===== config.mk =====
export PLATFORM = sky130hd
export DESIGN_NAME = thermometer_serializer16
export DESIGN_NICKNAME = d
export VERILOG_FILES = /design/src/rtl/thermometer_serializer16.sv
export SDC_FILE = /design/constraint.sdc
export NUM_CORES = 1
export LEC_CHECK = 0
export CORE_ASPECT_RATIO = 1.4
export CORE_MARGIN = 5
export CORE_UTILIZATION = 46
export CTS_CLUSTER_SIZE = 24
export DETAILED_ROUTE_END_ITERATION = 10
export PLACE_DENSITY = 0.72
export SYNTH_ARGS = -nofsm -noshare
export SYNTH_HDL_FRONTEND = slang
export SYNTH_SLANG_ARGS = --single-unit

===== constraint.sdc =====
create_clock -name clk -period 2.35 [get_ports clk]
set_input_delay 0.3525 -clock clk [delete_from_list [all_inputs] [get_ports clk]]
set_output_delay 0.3525 -clock clk [all_outputs]
set_load 0.01 [all_outputs]

===== src/rtl/thermometer_serializer16.sv =====
// thermometer_serializer16
// Expands an accepted ones count (0..N) into an N-beat serial stream (count
// ones, then zeros) and presents the matching N-bit thermometer word in
// parallel. Counts above N are clamped to N, and err pulses for one cycle.
//
// Ports:
//   clk, rst           clock, asynchronous active-high reset
//   in_valid/in_ready  count handshake (in_ready is combinational)
//   in_count           ones count to expand, CW bits
//   out_valid/out_ready serial beat handshake
//   out_bit, out_last  current beat and last-beat flag (registered)
//   out_word           thermometer word of the last accepted count (registered)
//   err                one-cycle pulse after accepting a clamped count
module thermometer_serializer16 #(
  parameter int unsigned N  = 16,
  parameter int unsigned CW = 5
) (
  input  logic          clk,
  input  logic          rst,
  input  logic          in_valid,
  output logic          in_ready,
  input  logic [CW-1:0] in_count,
  output logic          out_valid,
  input  logic          out_ready,
  output logic          out_bit,
  output logic          out_last,
  output logic [N-1:0]  out_word,
  output logic          err
);

  typedef enum logic [0:0] {
    IDLE  = 1'b0,
    SHIFT = 1'b1
  } state_t;

  state_t        state, state_n;
  logic [CW-1:0] k, k_n;
  logic [CW-1:0] cnt, cnt_n;
  logic [N-1:0]  word_n;
  logic          err_n;
  logic          out_valid_n, out_bit_n, out_last_n;

  logic          accept;
  logic          over;
  logic [CW-1:0] clamp_cnt;
  logic [N-1:0]  therm;

  // Ready in IDLE, or on the consumed last beat so streams can run back-to-back
  assign in_ready = !rst && ((state == IDLE) ||
                             ((state == SHIFT) && out_last && out_ready));
  assign accept   = in_valid && in_ready;

  // Clamp the incoming count and build its thermometer word
  assign over      = (in_count > CW'(N));
  assign clamp_cnt = over ? CW'(N) : in_count;

  always_comb begin
    therm = '0;
    for (int i = 0; i < int'(N); i++) begin
      therm[i] = (CW'(i) < clamp_cnt);
    end
  end

  // Next-state and next-output logic
  always_comb begin
    state_n = state;
    k_n     = k;
    cnt_n   = cnt;
    word_n  = out_word;
    err_n   = 1'b0;

    case (state)
      IDLE: begin
        if (accept) begin
          state_n = SHIFT;
          k_n     = '0;
          cnt_n   = clamp_cnt;
          word_n  = therm;
          err_n   = over;
        end
      end
      SHIFT: begin
        if (out_ready) begin
          if (out_last) begin
            if (accept) begin
              k_n    = '0;
              cnt_n  = clamp_cnt;
              word_n = therm;
              err_n  = over;
            end else begin
              state_n = IDLE;
              k_n     = '0;
            end
          end else begin
            k_n = k + CW'(1);
          end
        end
      end
      default: begin
        state_n = IDLE;
        k_n     = '0;
      end
    endcase

    // Beat outputs are derived from next-state values so bit and last share one register stage
    out_valid_n = (state_n == SHIFT);
    out_bit_n   = (state_n == SHIFT) && (k_n < cnt_n);
    out_last_n  = (state_n == SHIFT) && (k_n == CW'(N - 1));
  end

  // State and output registers
  always_ff @(posedge clk or posedge rst) begin
    if (rst) begin
      state     <= IDLE;
      k         <= '0;
      cnt       <= '0;
      out_word  <= '0;
      out_valid <= 1'b0;
      out_bit   <= 1'b0;
      out_last  <= 1'b0;
      err       <= 1'b0;
    end else begin
      state     <= state_n;
      k         <= k_n;
      cnt       <= cnt_n;
      out_word  <= word_n;
      out_valid <= out_valid_n;
      out_bit   <= out_bit_n;
      out_last  <= out_last_n;
      err       <= err_n;
    end
  end

endmodule


==> flow_metrics.env <==
export IMPL_arrival_ps=2470
export IMPL_crit_top_cell="a21o_1"
export IMPL_worstHoldPathType="flop to flop"
export IMPL_initial_core_util_pct=48.2
export IMPL_layout_min_cycle_time_ps=2260
export IMPL_hold_viol=0
export IMPL_ys_types=40
export IMPL_synth_edf_count=0
export IMPL_path_cells="clkdlybuf4s50_1, nor2b_1, nand2_1, o21a_1, ha_1, a21o_1, a21o_1, a221o_1, a21oi_1"
export IMPL_yosys_top_cells_area="dfrtp_1, nand2_1, ha_1"
export IMPL_ant_nets=0
export IMPL_cpLargestDelayFamily="compound AO/OA/AOI/OAI gates"
export IMPL_syn_inst=158
export IMPL_syn2layout_area_growth_pct=37.6
export IMPL_numCtsBuffers=5
export IMPL_synth_mux_area_share_pct=0.749
export IMPL_globalplace_congestion=0.940
export IMPL_async_reset_ff_share_pct=100
export IMPL_diodes=0
export IMPL_cpMaxStageDelayCell="clkdlybuf4s50_1"
export IMPL_timing_slew_headroom_pct=75.5
export IMPL_endpoint_kind="flop"
export IMPL_synth_area_leader_cell="dfrtp_1"
export IMPL_powerDensity_mw_per_mm2=1230
export IMPL_rsz0062_at_grt="false"
export IMPL_finalMaxSlewViolations=0
export IMPL_viasPerCell=5.57
export IMPL_yosysMostFrequentCell="dfrtp_1"
export IMPL_fp_dieW_um=58.3
export IMPL_grt_pass1_wl_um=6180
export IMPL_synth_ff_type="dfrtp_1"
export IMPL_synth_top_family_by_area="simple AND/OR/NAND/NOR gates"
export IMPL_status="finished, final reports clean"
export IMPL_worstSetupStartpointType="primary input"
export IMPL_crit_type="primary input to flop"
export IMPL_setup_tns_ps=0
export IMPL_antenna_found_initial=0
export IMPL_drt_iter0_drc=43
export IMPL_peakVddDrop_v=0.000736
export IMPL_cts_buffer_depth=2
export IMPL_synth_compound_area_share_pct=20.0
export IMPL_max_freq_ghz=0.442
export IMPL_critPathBufInv=1
export IMPL_clkLatencyLatePin_ps=280
export IMPL_io_pins=30
export IMPL_setup_viol=0
export IMPL_portBuffers=29
export IMPL_grt_start_max_net_pins=31
export IMPL_grt_usage_pct=17.6
export IMPL_cp_required_ps=2560
export IMPL_dieArea_mm2=0.00453
export IMPL_grt_pass1_vias=1425
export IMPL_drcViolationCount=0
export IMPL_row_count=24
export IMPL_power_uw=2540
export IMPL_synth_commonest_cells="dfrtp_1, nand2_1, o21ai_1"
export IMPL_grt_overflow=0
export IMPL_crit_path_max_fanout=6
export IMPL_nNetsFinal=220
export IMPL_wl_per_cell_um=14.6
export IMPL_root_buffer="clkbuf_8"
export IMPL_ys_warn_count=0
export IMPL_syn_avg_cell_area_um2=9.52
export IMPL_fin_crit_sh_pct=96.3
export IMPL_vias=1371
export IMPL_die_h_um=77.7
export IMPL_drive_gt1_share_pct=16.9
export IMPL_synth_simple_gate_area_share_pct=20.7
export IMPL_clkTransAtPathRegs_ps=60
export IMPL_fin_skew_ps=1.88
export IMPL_cts_sinks=30
export IMPL_core_area_mm2=0.00312
export IMPL_synth_nets=172
export IMPL_synth_top_area_share_pct=49.9
export IMPL_cts_max_level=2
export IMPL_max_stage_delay_ps=480
export IMPL_maxCapViolations=0
export IMPL_worst_pin_slew_ps=367
export IMPL_seq_area_frac_synth_pct=49.9
export IMPL_wl_um=3590
export IMPL_synthXorXnorAreaFrac_pct=0
export IMPL_synth_seq_cells=30
export IMPL_syn_cell_area_mm2=0.00150
export IMPL_synth_adder_area_share_pct=4.16
export IMPL_dp_hpwl_um=2750
export IMPL_cts_tree="done"
export IMPL_p_leak_uw=0.000967
export IMPL_drt_pass1_iterations=4
-- sequential cells by signal, indices dropped and copies added, names as in the netlist --
register	cells
out_word	16
out_last	1
cnt	5
out_bit	1
err	1
state	1
k	5
-- metal layers --
metal  GRT usage [%]  vias up  share of wire [%]
li1                -      654                  -
met1            18.7      641                 38
met2            28.5       53                 51
met3            5.48       23                5.3
met4            12.8        0                5.1
met5               0        -                  0
-- cell usage in the layout (no fill, tap or decap), drive strengths merged, types with 3 or more instances in the layout --
cell	count
buf	21
and4	3
a31oi	8
inv	4
a21oi	8
o21a	3
clkdlybuf4s50	28
dfrtp	30
or2	5
a21boi	3
o21ai	15
nand2	25
nand2b	4
ha	5
clkbuf	5
nor2	11
-- cell type report --
| cell class | count | area [um^2] |
|---|---|---|
| fill | 258 | 1050 |
| sequential | 30 | 751 |
| multi-input combinational | 115 | 696 |
| timing repair buffer | 50 | 450 |
| clock buffer | 5 | 68.8 |
| tap | 39 | 48.8 |
| clock inverter | 3 | 40.0 |
| inverter | 4 | 15.0 |
-- repair_timing --
action / 4_1_cts / 5_1_grt
hold endpoints to repair: 0 / 0
setup endpoints to repair: 0 / 1
resized for setup: 0 / 4
setup buffers: 0 / 1
hold buffers: 0 / 0
-- power breakdown --
part	switching (uW)	internal [uW]	total, uW
clock network	185	311	496
logic	521	644	1160
registers	131	750	881
-- tightest hold or removal path: stages, from the launching register on --
cell     delay (ps)
dfrtp_1         320
nand2_1          60
o21ai_1          70
-- final timing paths --
| kind | from | end | slack [ps] | cells past startpoint |
|---|---|---|---|---|
| worst max-delay path | in_valid | out_bit$_DFF_PP0_ | 90 | 9 |
| worst min-delay path | cnt[3]$_DFF_PP0_ | cnt[3]$_DFF_PP0_ | 490 | 2 |
| worst max register to register | k[0]$_DFF_PP0_ | out_bit$_DFF_PP0_ | 100 | 9 |
| worst min register to register | cnt[3]$_DFF_PP0_ | cnt[3]$_DFF_PP0_ | 490 | 2 |
| max in group asynchronous | rst | k[2]$_DFF_PP0_ | 1440 | 4 |
| min in group asynchronous | rst | out_word[3]$_DFFE_PP0P_ | 640 | 4 |
-- logic make-up (layout without fill, tap and decap cells) --
kind of cell             after synthesis  after routing
AO/OA/AOI/OAI                         47             47
multiplexers                           1              1
adder cells (fa/ha/maj)                5              5
buffers and inverters                 13             62
flip-flops                            30             30
AND/OR/NAND/NOR                       62             62
-- through the flow --
stage	cells	instance area (um^2)	util, %	setup slack [ps]	hold WS (ps)
detailed placement	237	1940	62.2	-261	475
global placement	237	1940	62.2	-224	468
finish	246	2070	66.3	86.9	486
global route	246	2070	66.3	2.41	511
floorplan	158	1500	-	132	434
CTS	245	2050	65.7	11.8	489
No activity file was read; power rests on OpenSTA's default activity.
